**src/rtl/vector_format_convert_pkg.sv**
```systemverilog
// Shared definitions for the vector Q-format converter: round-mode encodings
// and the helpers that derive internal widths from the element formats.
package vector_format_convert_pkg;

    typedef enum logic [1:0] {
        ROUND_FLOOR     = 2'd0,
        ROUND_HALF_UP   = 2'd1,
        ROUND_HALF_EVEN = 2'd2,
        ROUND_HALF_AWAY = 2'd3
    } round_mode_e;

    function automatic int max_int(input int a, input int b);
        return (a > b) ? a : b;
    endfunction

    // Two spare bits above the widest operand keep round-up and left shifts from wrapping.
    function automatic int work_width(input int in_width, input int out_width, input int shift);
        int left;
        left = (shift < 0) ? -shift : 0;
        return max_int(in_width + left, out_width) + 2;
    endfunction

endpackage

```
**src/rtl/vector_format_convert_round_sat.sv**
```systemverilog
// Single-element shift, round, symmetric clamp and saturation flag.
// Purely combinational; the top instantiates one per vector element.
module vector_round_sat
    import vector_format_convert_pkg::*;
#(
    parameter int IN_DATA_WIDTH      = 12,
    parameter int IN_FRACTION_WIDTH  = 6,
    parameter int OUT_DATA_WIDTH     = 8,
    parameter int OUT_FRACTION_WIDTH = 4
) (
    input  logic [IN_DATA_WIDTH-1:0]  data_in,
    input  round_mode_e               round_mode,
    output logic [OUT_DATA_WIDTH-1:0] data_out,
    output logic                      sat_flag
);

    localparam int SHIFT      = IN_FRACTION_WIDTH - OUT_FRACTION_WIDTH;
    localparam int WORK_WIDTH = work_width(IN_DATA_WIDTH, OUT_DATA_WIDTH, SHIFT);
    localparam logic signed [WORK_WIDTH-1:0] OUT_MAX = WORK_WIDTH'((1 << (OUT_DATA_WIDTH - 1)) - 1);
    localparam logic signed [WORK_WIDTH-1:0] OUT_MIN = -OUT_MAX;

    logic signed [WORK_WIDTH-1:0] extended;
    logic signed [WORK_WIDTH-1:0] shifted;
    logic signed [WORK_WIDTH-1:0] rounded;
    logic signed [WORK_WIDTH-1:0] clamped;
    logic                         round_inc;

    assign extended = {{(WORK_WIDTH - IN_DATA_WIDTH){data_in[IN_DATA_WIDTH-1]}}, data_in};

    if (SHIFT <= 0) begin : g_widen
        assign shifted   = extended <<< (-SHIFT);
        assign round_inc = 1'b0;
    end else begin : g_narrow
        logic guard;
        logic sticky;
        logic lsb;
        logic sign;

        assign shifted = extended >>> SHIFT;
        assign guard   = extended[SHIFT-1];
        assign lsb     = extended[SHIFT];
        assign sign    = extended[WORK_WIDTH-1];

        if (SHIFT >= 2) begin : g_sticky
            assign sticky = |extended[SHIFT-2:0];
        end else begin : g_no_sticky
            assign sticky = 1'b0;
        end

        always_comb begin
            // NOTE: every output of a combinational block gets a default first so no latch is inferred.
            round_inc = 1'b0;
            case (round_mode)
                ROUND_FLOOR:     round_inc = 1'b0;
                ROUND_HALF_UP:   round_inc = guard;
                ROUND_HALF_EVEN: round_inc = guard & (sticky | lsb);
                ROUND_HALF_AWAY: round_inc = guard & (sticky | ~sign);
                default:         round_inc = 1'b0;
            endcase
        end
    end

    always_comb begin
        rounded  = shifted + {{(WORK_WIDTH - 1){1'b0}}, round_inc};
        clamped  = rounded;
        sat_flag = 1'b0;
        if (rounded > OUT_MAX) begin
            clamped  = OUT_MAX;
            sat_flag = 1'b1;
        end else if (rounded < OUT_MIN) begin
            clamped  = OUT_MIN;
            sat_flag = 1'b1;
        end
        data_out = OUT_DATA_WIDTH'(clamped);
    end

endmodule

```
**src/rtl/vector_format_convert.sv**
```systemverilog
// Two-stage valid/ready pipeline converting a vector of signed fixed-point
// elements between Q-formats, with per-element saturation flags and a saturating event counter.
module vector_format_convert
    import vector_format_convert_pkg::*;
#(
    parameter int TAG_WIDTH          = 32,
    parameter int BLOCKLENGTH        = 1,
    parameter int IN_DATA_WIDTH      = 12,
    parameter int IN_FRACTION_WIDTH  = 6,
    parameter int OUT_DATA_WIDTH     = 8,
    parameter int OUT_FRACTION_WIDTH = 4,
    parameter int COUNT_WIDTH        = 16
) (
    input  logic                                  clk,
    input  logic                                  reset,
    input  logic                                  valid_in,
    output logic                                  busy,
    input  logic [TAG_WIDTH-1:0]                  tag_in,
    input  logic [IN_DATA_WIDTH*BLOCKLENGTH-1:0]  data_in,
    input  logic [1:0]                            round_mode,
    input  logic                                  ready_in,
    output logic                                  valid_out,
    output logic [TAG_WIDTH-1:0]                  tag_out,
    output logic [OUT_DATA_WIDTH*BLOCKLENGTH-1:0] data_out,
    output logic [BLOCKLENGTH-1:0]                sat_flags,
    input  logic                                  clear_count,
    output logic [COUNT_WIDTH-1:0]                sat_count
);

    localparam int IN_BUS_WIDTH  = IN_DATA_WIDTH * BLOCKLENGTH;
    localparam int OUT_BUS_WIDTH = OUT_DATA_WIDTH * BLOCKLENGTH;

    logic                     s1_valid_q, s1_valid_d;
    logic [IN_BUS_WIDTH-1:0]  s1_data_q, s1_data_d;
    logic [TAG_WIDTH-1:0]     s1_tag_q, s1_tag_d;
    round_mode_e              s1_mode_q, s1_mode_d;

    logic                     s2_valid_q, s2_valid_d;
    logic [OUT_BUS_WIDTH-1:0] s2_data_q, s2_data_d;
    logic [TAG_WIDTH-1:0]     s2_tag_q, s2_tag_d;
    logic [BLOCKLENGTH-1:0]   s2_flags_q, s2_flags_d;

    logic [COUNT_WIDTH-1:0]   sat_count_q, sat_count_d;

    logic [OUT_BUS_WIDTH-1:0] conv_data;
    logic [BLOCKLENGTH-1:0]   conv_flags;
    logic                     s2_load;
    logic                     s1_load;
    logic                     accept;
    logic                     count_event;

    for (genvar j = 0; j < BLOCKLENGTH; j++) begin : g_elem
        vector_round_sat #(
            .IN_DATA_WIDTH      (IN_DATA_WIDTH),
            .IN_FRACTION_WIDTH  (IN_FRACTION_WIDTH),
            .OUT_DATA_WIDTH     (OUT_DATA_WIDTH),
            .OUT_FRACTION_WIDTH (OUT_FRACTION_WIDTH)
        ) u_round_sat (
            .data_in    (s1_data_q[j*IN_DATA_WIDTH +: IN_DATA_WIDTH]),
            .round_mode (s1_mode_q),
            .data_out   (conv_data[j*OUT_DATA_WIDTH +: OUT_DATA_WIDTH]),
            .sat_flag   (conv_flags[j])
        );
    end

    // A stage advances when it is empty or its successor is taking its beat, so bubbles collapse.
    assign s2_load     = ~s2_valid_q | ready_in;
    assign s1_load     = ~s1_valid_q | s2_load;
    assign busy        = s1_valid_q & ~s2_load;
    assign accept      = valid_in & ~busy;
    assign count_event = s2_valid_q & ready_in & (|s2_flags_q);

    always_comb begin
        s1_valid_d = s1_valid_q;
        s1_data_d  = s1_data_q;
        s1_tag_d   = s1_tag_q;
        s1_mode_d  = s1_mode_q;
        if (s1_load) begin
            s1_valid_d = accept;
        end
        if (accept) begin
            s1_data_d = data_in;
            s1_tag_d  = tag_in;
            s1_mode_d = round_mode_e'(round_mode);
        end

        s2_valid_d = s2_valid_q;
        s2_data_d  = s2_data_q;
        s2_tag_d   = s2_tag_q;
        s2_flags_d = s2_flags_q;
        if (s2_load) begin
            s2_valid_d = s1_valid_q;
            if (s1_valid_q) begin
                s2_data_d  = conv_data;
                s2_tag_d   = s1_tag_q;
                s2_flags_d = conv_flags;
            end
        end

        sat_count_d = sat_count_q;
        if (clear_count) begin
            sat_count_d = '0;
        end else if (count_event && (sat_count_q != {COUNT_WIDTH{1'b1}})) begin
            sat_count_d = sat_count_q + COUNT_WIDTH'(1);
        end
    end

    // NOTE: the data registers are reset as well as the valid bits because the outputs must read 0 out of reset.
    always_ff @(posedge clk or posedge reset) begin
        if (reset) begin
            s1_valid_q  <= 1'b0;
            s1_data_q   <= '0;
            s1_tag_q    <= '0;
            s1_mode_q   <= ROUND_FLOOR;
            s2_valid_q  <= 1'b0;
            s2_data_q   <= '0;
            s2_tag_q    <= '0;
            s2_flags_q  <= '0;
            sat_count_q <= '0;
        end else begin
            // NOTE: non-blocking assignments so every register samples pre-edge values.
            s1_valid_q  <= s1_valid_d;
            s1_data_q   <= s1_data_d;
            s1_tag_q    <= s1_tag_d;
            s1_mode_q   <= s1_mode_d;
            s2_valid_q  <= s2_valid_d;
            s2_data_q   <= s2_data_d;
            s2_tag_q    <= s2_tag_d;
            s2_flags_q  <= s2_flags_d;
            sat_count_q <= sat_count_d;
        end
    end

    assign valid_out = s2_valid_q;
    assign tag_out   = s2_tag_q;
    assign data_out  = s2_data_q;
    assign sat_flags = s2_flags_q;
    assign sat_count = sat_count_q;

endmodule

```
**config.mk**
```make
export PLATFORM = sky130hd
export DESIGN_NAME = vector_format_convert
export DESIGN_NICKNAME = d
export VERILOG_FILES = /design/src/rtl/vector_format_convert_pkg.sv /design/src/rtl/vector_format_convert_round_sat.sv /design/src/rtl/vector_format_convert.sv
export SDC_FILE = /design/constraint.sdc
export NUM_CORES = 1
export LEC_CHECK = 0
export BUFFER_PORTS_ARGS = -buffer_cell sky130_fd_sc_hd__buf_2
export CORE_MARGIN = 5
export CORE_UTILIZATION = 41
export CTS_CLUSTER_DIAMETER = 80
export DETAILED_ROUTE_END_ITERATION = 6
export PLACE_DENSITY = 0.63
export SYNTH_ARGS = -nofsm -noshare
export SYNTH_HDL_FRONTEND = slang
export SYNTH_SLANG_ARGS = --single-unit
```
**constraint.sdc**
```tcl
create_clock -name clk -period 7.1 [get_ports clk]
set_input_delay 0.355 -clock clk [delete_from_list [all_inputs] [get_ports clk]]
set_output_delay 0.355 -clock clk [all_outputs]
set_load 0.05 [all_outputs]
```
**Word-level counts from Yosys, hierarchy flattened**

Index checks and enable logic that the tools add are counted.

- Flip-flop bits (word level): 105
- Input port bits: 51
- Output and inout port bits: 59
- Word-level logic and storage cells: 43

- Add/subtract/negate cells: 2
- Order comparisons: 2
- Equality and inequality tests: 4
- Mux-type cells: 7
- Bitwise logic cells: 15
- Reductions and logical operators: 4

Operators by type and width:

| cell | number |
|---|---|
| $mux W16 | 2 |
| $add A16 B1 Y16 const B | 1 |
| $mux W8 | 2 |
| $ne A16 B16 Y1 const B | 1 |
| $add A10 B2 Y11 | 1 |
| $gt A11 B8 Y1 const B | 1 |
| $lt A11 B8 Y1 const B | 1 |
| $and A1 B1 Y1 | 6 |
| $not A1 Y1 | 5 |
| $eq A2 B2 Y1 const B | 2 |
| $or A1 B1 Y1 | 4 |
| $pmux W1 S4 | 1 |
| $eq A2 B1 Y1 const B | 1 |
| $logic_not A2 Y1 | 1 |
| $mux W1 | 2 |
| $reduce_and A2 Y1 | 1 |
| $reduce_bool A2 Y1 | 1 |
| $logic_and A1 B1 Y1 | 1 |

**Longest topological paths before layout**

Gate-level depths: netlist (run 1).

- Depth after elaboration: 8
- Gate-level depth with buffers: 11
- Gate-level depth less buffers: 11

**Hierarchy**

A second synthesis (run 1) with hierarchy kept.

- Cell total of the unflattened synthesis: 352
- Area, all modules: 4,604.4 um2

Modules (own cells, without submodules):

| module | times used | cells each | area an instance (um2) | sequential area each (um2) |
|---|---|---|---|---|
| vector_format_convert | 1 | 289 | 4,199.0 | 2,627.5 |
| vector_round_sat | 1 | 63 | 405.4 | 0.0 |

**Worst setup path after synthesis (run 1)**

No wires, ideal clock.

- Kind: reg-to-reg
- Start point: register s1_data_q[11]
- End point: register s2_data_q[1] (netlist: data_out[1])
- Arrival: 2.291 ns
- Slack: 4.680 ns
- Stages on the path, launching flop included: 11
- Period minus slack after synthesis: 2.420 ns
- Path through: dfrtp_1 > a31oi_1 > o221a_2 > ha_1 > ha_1 > nand3_1 > nor2_1 > o21ai_0 > a32o_1 > a21oi_4 > nor3_1

- Longest elaborated chain between the ends: 8
- Elaborated cells between the ends (all ways): 9
- Those cells by class: add/sub: 1; order compare: 2; mux: 3; bitwise: 3

RTL lines:

| element | line | source |
|---|---|---|
| start, declared | vector_format_convert.sv:34 | `logic [IN_BUS_WIDTH-1:0] s1_data_q, s1_data_d;` |
| start signal, assigned | vector_format_convert.sv:123 | `s1_data_q <= s1_data_d;` |
| $not A1 Y1 | vector_format_convert_round_sat.sv:57 | `ROUND_HALF_AWAY: round_inc = guard & (sticky \| ~sign);` |
| $or A1 B1 Y1 | vector_format_convert_round_sat.sv:57 |  |
| $and A1 B1 Y1 | vector_format_convert_round_sat.sv:57 |  |
| $pmux W1 S4 | vector_format_convert_round_sat.sv:53 | `case (round_mode)` |
| $add A10 B2 Y11 (*) | vector_format_convert_round_sat.sv:64 | `rounded = shifted + {{(WORK_WIDTH - 1){1'b0}}, round_inc};` |
| $lt A11 B8 Y1 | vector_format_convert_round_sat.sv:70 | `end else if (rounded < OUT_MIN) begin` |
| $mux W8 | vector_format_convert_round_sat.sv:70 |  |
| $mux W8 (*) | vector_format_convert_round_sat.sv:67 | `if (rounded > OUT_MAX) begin` |
| end signal, assigned | vector_format_convert.sv:127 | `s2_data_q <= s2_data_d;` |
| end, declared | vector_format_convert.sv:39 | `logic [OUT_BUS_WIDTH-1:0] s2_data_q, s2_data_d;` |

Every way passes the cells marked *; elsewhere a longest branch is shown, timed or not.
A chain may end at the register's enable or synchronous reset.

**Final worst setup path (run 1)**

- Start point: register s1_data_q[11]
- End point: register s2_data_q[0] (netlist: data_out[0])

The elaborated chain is that of the path after synthesis.

==> run metrics, run 1 <==
Mapped Area=4490 µm²; pre-CTS WS=4440 ps; Setup Buffers After CTS=0; Avg WL per Cell=14.9 µm; ANT cells=0; final setup fails=0; number of nets in the layout=569; crit path kind=flop to flop; flop2flop setup slack=4400 ps; Slew Viols, Final=0; reg2reg start=s1_data_q[11]; critical path fanouts, max=6; cts bufs inserted=9; DIE AREA=13100 µm²; Multi-input gate area=1770 µm²; PwrDens=302 nW/µm²; core area=10800 µm²; highest achievable clock rate=371 MHz; # fillers=988; clock sink total=105; CP Capture Point=data_out[0]; clk_lat worst skew=370 ps; Synth Area in Compound Gates=4.96%; clock slew at reported path FFs=100 ps; combinational family with the most area after synthesis=simple AND/OR/NAND/NOR gates; H-tree depth=3; GRT overflow=0; Ports=110; initial antenna violation count=0; crit end category=flop; Site Rows=38; hold crit path type=input port to async pin; post-layout minimum cycle time=2700 ps; Synth Instances=409; DIE WIDTH=115 µm; layout cells sized above 1=35.6%; async set-reset flop share out of synthesis=100%; first-pass GRT wire length=16100 µm; via count=3291; MaxCap Viol Count=0; hold_buf cts=0; GRT Total Usage=15.5%; Distinct cells, synth=45; Post-Synth Simple-Gate Area=18.4%; CP Launch Type=flop; sequential fraction of the synthesis area=58.5%; Final WS setup=4400 ps; Final Skew=10.7 ps; CTS root buffer=clkbuf_8; initial DRC count=167; Final period util=38.0%; worst slew pin tran=1130 ps; area delta synth->final=19.9%; Crit path required time=7410 ps; gpl congestion=0.821; dpl hpwl=6760 µm; most common cell after layout, fill and taps aside=nand2_1; Final Hold Vio Count=0; xor and xnor fraction of the mapped netlist area=3.32%; post-route ant nets=0; Yosys warning count=0; CTS tree=yes; Slew Limit Headroom=24.6%; clock buffer depth=2; syn_nets=463; Leak Pwr=2.61 nW; Peak VDD IR=0.231 mV; Critical Path Source=s1_data_q[11]; run status=finished, final reports clean; Worst R2R End=data_out[0]; storage element area=2630 µm²; Seq cells post-synth=105; multiplexer share of the synthesized area=11.8%; setup TNS=0 ps; Remaining DRCs=0; Post-CTS Resized=0; Mapped Avg Cell Area=11.0 µm²; pin count of the biggest net entering global routing=55; Post-synth EDFFs=0; Synth Flop Type=dfrtp_1; vias per std cell=4.99; number of global-route vias before repair=3210; CP Data Arrival Time=3010 ps; Die H=115 µm; Initial DRT Pass Iterations=4; reg2reg path depth=10; Initial Util=41.6%; Adder-Cell Fraction of Synth Area=0.836%; Post-Route WL=9820 µm; unrepaired setup endpoints after global routing=no; Port Buffers=109; most frequent cells in the layout=nand2_1, buf_2, dfrtp_1
-- metal layers --
metal	wire, µm	GRT usage [%]	up-vias
met5	0	0	-
met3	699	4.65	12
li1	-	-	1593
met1	4460	20.9	1596
met2	4480	23.2	90
met4	173	6.97	0
-- critical path, cell delays in order, from the launching register on --
cell and delay (ps):
dfrtp_1 450, a31oi_1 190, o221a_2 200, ha_1 250, ha_1 290, nand3_1 130, nor2_1 310, xnor2_1 200
nand4bb_2 190, o211ai_1 260, o22a_1 170
-- synthesized netlist by cell type (2+ instances only) --
| library cell | n | area share [%] |
|---|---|---|
| dfrtp_1 | 105 | 59 |
| ha_1 | 3 | 0.84 |
| a21oi_1 | 7 | 0.78 |
| a211oi_1 | 3 | 0.50 |
| o21ai_0 | 3 | 0.33 |
| nand3_1 | 7 | 0.78 |
| xnor2_1 | 9 | 1.8 |
| buf_2 | 6 | 0.67 |
| nor3_1 | 5 | 0.56 |
| nand4_1 | 8 | 1.1 |
| or3_1 | 4 | 0.56 |
| nor4_1 | 6 | 0.84 |
| nor2_1 | 29 | 2.4 |
| nand2b_1 | 3 | 0.42 |
| a31oi_1 | 2 | 0.28 |
| xor2_1 | 8 | 1.6 |
| nand2_1 | 113 | 9.4 |
| mux2_2 | 46 | 12 |
| inv_1 | 7 | 0.59 |
| clkbuf_1 | 10 | 0.84 |
-- through the flow --
step                hold slack, ps  instances  power (mW)  area, µm²  util (%)
floorplan                      433        409        1.11       4490         -
global placement               441        644        1.23       5170      47.9
detailed placement             448        644        1.23       5170      47.9
CTS                           69.4        659        1.65       5390      49.9
global route                   106        659        1.71       5390      49.9
finish                        58.8        659        1.62       5390      49.9
-- final cells by class --
class                      instances  area share, %
tap                              140           3.25
clock inverter                     5           1.49
clock buffer                      10           2.56
multi-input combinational        280           32.8
inverter                           7          0.534
sequential                       105           48.8
timing repair buffer             112           10.5
-- registers in the layout, summed over array words and instances, names as in the netlist --
register,cells
s1_data_q,12
sat_count,16
s1_mode_q,2
data_out,8
tag_out,32
sat_flags,1
s1_valid_q,1
s1_tag_q,32
valid_out,1
-- power breakdown --
part,total [mW],switching (mW),internal (mW),leakage [nW]
registers,0.756,0.0636,0.692,1.27
clock network,0.407,0.202,0.206,0.104
logic,0.462,0.331,0.131,1.23
-- how the worst min path moves through the flow --
stage	from	end	slack [ps]	cells after the start
after CTS	reset	s1_tag_q[7]	70	2
after floorplan	s1_tag_q[0]	tag_out[0]	430	2
after global placement	s1_tag_q[26]	tag_out[26]	440	2
after detailed placement	s1_tag_q[9]	tag_out[9]	450	2
after global routing	reset	s1_tag_q[4]	110	2
final	reset	s1_tag_q[4]	60	2
-- cell families after synthesis --
| kind of cell | after synthesis |
|---|---|
| buffers and inverters | 24 |
| adders and majority gates | 3 |
| xor gates and xnor gates | 17 |
| and+or+nand+nor | 184 |
| DFF | 105 |
| muxes | 47 |
| AOI/OAI and AO/OA | 29 |
(Power assumes the default switching activity.)
==> run 2: changes to the inputs <==
==> constraint.sdc (replaced) <==
create_clock -name clk -period 2.5 [get_ports clk]
set_input_delay 0.125 -clock clk [delete_from_list [all_inputs] [get_ports clk]]
set_output_delay 0.125 -clock clk [all_outputs]
set_load 0.05 [all_outputs]
==> run metrics, run 2 (synthesized netlist as in run 1, its figures left out) <==
Die H=115 µm; run status=finished, final reports clean; Leak Pwr=2.85 nW; most common cell after layout, fill and taps aside=nand2_1; final setup fails=0; unrepaired setup endpoints after global routing=no; highest achievable clock rate=422 MHz; Slew Limit Headroom=44.1%; post-route ant nets=0; highest routed layer=met4; Initial DRT Pass Iterations=4; gpl congestion=0.805; hold crit path type=input port to flop; Initial Util=41.6%; met2 wire len=5110 µm; H-tree depth=3; CTS tree=yes; number of global-route vias before repair=3676; PwrDens=794 nW/µm²; ANT cells=0; crit-path cells=a31oi_1, o221a_2, ha_2, buf_4, nand3_4, or2_4, a41o_1, a32o_1, a21oi_4, a211oi_1; slowest CP cell=dfrtp_1; number of nets in the layout=622; worst slew pin tran=837 ps; cts bufs inserted=9; Slew Viols, Final=0; MaxCap Viol Count=0; area delta synth->final=33.3%; DRT met1 WL=4630 µm; via count=3535; crit path kind=flop to flop; GRT Total Usage=17.1%; Final Skew=12.3 ps; Final period util=94.9%; Final Hold Vio Count=0; core area=10800 µm²; cell area after layout=5990 µm²; met3 routed WL=581 µm; setup TNS=0 ps; Worst path max stage delay=410 ps; clk_lat worst skew=370 ps; Peak VDD IR=0.391 mV; crit end category=flop; most frequent cells in the layout=nand2_1, buf_2, dfrtp_1; CP Launch Type=flop; first-pass GRT wire length=18000 µm; Avg WL per Cell=14.9 µm; clock sink total=105; dpl hpwl=7060 µm; clock slew at reported path FFs=90 ps; initial DRC count=162; DIE AREA=13100 µm²; clock buffer depth=2; initial antenna violation count=0; critical path fanouts, max=7; CP Data Arrival Time=2610 ps; Ports=110; Port Buffers=109; post-layout minimum cycle time=2370 ps; layout cells sized above 1=34.8%; Site Rows=38; pin count of the biggest net entering global routing=48; Post-Route WL=10600 µm; Area after DPL=5230 µm²; Crit path required time=2730 ps; CTS root buffer=clkbuf_8; GRT overflow=0; Remaining DRCs=0; DIE WIDTH=115 µm; vias per std cell=4.96
==> run 2: changes by cell type in the layout (fill, tap and decap cells not counted), sizes merged <==
cell and change:
dlygate4sd3 +47, buf +6, inv -1, clkbuf +1
==> run 2: area by class of cell <==
class                           instances  area [µm²]
Inverter                                7        30.0
Clock buffer                           11         151
Multi-Input combinational cell        280        1820
Sequential cell                       105        2630
Tap cell                              140         175
Timing Repair Buffer                  165        1110
Clock inverter                          4        76.3
Fill cell                             924        4810
==> run 2: power by group <==
part | internal (mW) | switching, mW
combinational | 0.442 | 0.975
sequential | 1.97 | 0.182
clock | 0.616 | 0.572
==> run 2: path summary, 6_finish.rpt <==
| check | start | to | slack, ps | cells after the start |
|---|---|---|---|---|
| worst max-delay path | s1_mode_q[0] | data_out[6] | 130 | 10 |
| worst min-delay path | data_in[8] | s1_data_q[8] | 20 | 2 |
| worst min register to register | s1_tag_q[20] | tag_out[20] | 470 | 2 |
| worst max register to register | s1_mode_q[0] | data_out[6] | 130 | 10 |
| max in group asynchronous | reset | data_out[0] | 1260 | 4 |
| min in group asynchronous | reset | s1_tag_q[21] | 470 | 3 |
==> run 2: timing repair <==
action	in CTS	in global routing
resized for setup	0	9
buffers inserted	0	1
setup endpoints to repair	0	8
hold endpoints to repair	82	0
hold buffers	47	0
==> run 2: critical path, delay by kind of cell, from the launching register on <==
kind	cells	cell delay (ps)
compound gates	6	1150
flops	1	410
simple gates	2	400
fa+ha+maj	1	170
buf+inv	1	130
==> run 2: routing by layer <==
layer / vias up / global-route usage [%]
li1: 1689 / -
met5: - / 0
met3: 23 / 3.49
met1: 1717 / 22.2
met4: 0 / 7.28
met2: 106 / 27.9
==> run 2: metrics by stage <==
step / worst slack [ps] / total power [mW] / hold slack [ps] / utilization, % / instances
after global placement: 148 / 3.50 / 322 / 48.5 / 649
final: 128 / 4.75 / 17.9 / 55.5 / 712
after floorplan: 80.5 / 3.15 / 233 / - / 409
after CTS: 43.1 / 4.78 / 2.89 / 55.0 / 711
after detailed placement: 61.9 / 3.53 / 337 / 48.5 / 649
after global routing: 8.19 / 5.00 / 12.6 / 55.5 / 712
==> run 3: changes to the inputs <==
--- a/config.mk
+++ b/config.mk
@@ -8,9 +8,10 @@
 export BUFFER_PORTS_ARGS = -buffer_cell sky130_fd_sc_hd__buf_2
 export CORE_MARGIN = 5
 export CORE_UTILIZATION = 41
+export CTS_BUF_LIST = sky130_fd_sc_hd__clkbuf_8
 export CTS_CLUSTER_DIAMETER = 80
 export DETAILED_ROUTE_END_ITERATION = 6
-export PLACE_DENSITY = 0.63
+export PLACE_DENSITY = 0.7
 export SYNTH_ARGS = -nofsm -noshare
 export SYNTH_HDL_FRONTEND = slang
 export SYNTH_SLANG_ARGS = --single-unit
==> constraint.sdc (replaced) <==
create_clock -name clk -period 2.5 [get_ports clk]
set_input_delay 0.5 -clock clk [delete_from_list [all_inputs] [get_ports clk]]
set_output_delay 0.5 -clock clk [all_outputs]
set_load 0.05 [all_outputs]
==> run metrics, run 3 (synthesized netlist as in run 1, its figures left out) <==
hold_buf cts=0; CP Data Arrival Time=2640 ps; MaxCap Viol Count=0; unrepaired setup endpoints after global routing=no; Worst R2R End=data_out[1]; Site Rows=38; cts bufs inserted=9; dpl hpwl=6880 µm; Slew Limit Headroom=52.2%; # fillers=985; GRT Total Usage=16.1%; PwrDens=821 nW/µm²; Avg WL per Cell=15.2 µm; crit path kind=flop to flop; Initial DRT Pass Iterations=4; Initial Util=41.6%; post-route ant nets=0; Slew Viols, Final=0; vias per std cell=5.06; number of nets in the layout=579; non-filler instance count after layout=670; DIE WIDTH=115 µm; Ports=110; worst slew pin tran=711 ps; ANT cells=0; via count=3391; CTS tree=yes; area delta synth->final=22.4%; initial DRC count=194; Post-Route WL=10200 µm; clock slew at reported path FFs=100 ps; flop2flop setup slack=120 ps; initial antenna violation count=0; Multi-input gate area=1830 µm²; gpl congestion=0.835; clk_lat worst skew=380 ps; Final period util=95.2%; Leak Pwr=2.66 nW; H-tree depth=3; clock sink total=105; Crit path required time=2760 ps; CTS root buffer=clkbuf_8; run status=finished, final reports clean; GRT overflow=0; Peak VDD IR=0.485 mV; final setup fails=0; layout cells sized above 1=38.3%; clock buffer depth=2; Final Hold Vio Count=0; pin count of the biggest net entering global routing=106; storage element area=2630 µm²; reg2reg path depth=10; Die H=115 µm; reg2reg start=s1_mode_q[0]; crit end category=flop; Critical Path Source=s1_mode_q[0]; Cells after DPL=651; Hold WS=277 ps; number of global-route vias before repair=3430; Port Buffers=109; critical path fanouts, max=7; most frequent cells in the layout=nand2_1, buf_2, dfrtp_1; highest achievable clock rate=420 MHz; core area=10800 µm²; setup TNS=0 ps; CP Launch Type=flop; Remaining DRCs=0; total power=4.51 mW; first-pass GRT wire length=16600 µm; post-layout minimum cycle time=2380 ps; hold crit path type=input port to async pin; Final Skew=11.7 ps; most common cell after layout, fill and taps aside=nand2_1; DIE AREA=13100 µm²
## run 3: cell count changes in the layout (fill, tap and decap cells not counted), moves of 2 or more
cell and change:
dlygate4sd3_1 -47, clkinv_2 +3, buf_4 +5, bufinv_16 -2
xnor2_1 -2, xnor2_2 +2
## run 3: what timing repair did
action                     CTS  global route
setup buffers                0             3
gates resized for setup      0             9
setup endpoints to repair    0             7
## run 3: worst max-delay path: stages (launching register included)
cell,delay [ps]
dfrtp_1,420
a31oi_1,190
o221a_2,230
ha_4,130
buf_4,130
nand3_4,120
or2_4,280
a41o_1,240
a32o_1,240
a21oi_4,210
nor3_1,80
## run 3: final cells by class
| class | instances | area share [%] |
|---|---|---|
| Tap cell | 140 | 3.19 |
| Clock buffer | 11 | 2.75 |
| Multi-Input combinational cell | 280 | 33.2 |
| Timing Repair Buffer | 122 | 11.9 |
| Sequential cell | 105 | 47.8 |
| Clock inverter | 5 | 0.546 |
| Inverter | 7 | 0.546 |
## run 3: per-stage QoR
step	util, %	setup WS [ps]	instance area, µm²
after floorplan	-	80.5	4490
after global placement	48.5	156	5240
after detailed placement	48.5	57.9	5240
after CTS	50.2	40.5	5420
after global routing	50.9	22.7	5500
final	50.9	120	5500
## run 3: worst max path at each step
stage                             end  slack [ps]  cells past startpoint
after CTS                 data_out[0]          40                     10
after global placement    data_out[0]         160                     11
after detailed placement  data_out[0]          60                     10
final                     data_out[1]         120                     10
after floorplan           data_out[1]          80                     10
after global routing      data_out[0]          20                     11
## run 3: routing by layer
metal	part of all wire, %	wire length (µm)	global-route usage, %
met5	0	0	0
met4	3.0	310	8.71
met3	6.4	648	3.33
met2	48	4850	25.1
met1	43	4380	20.9
## run 3: report_power, final
group          internal, mW  switching [mW]
registers              1.97           0.183
logic                 0.406           0.963
clock network         0.412           0.581
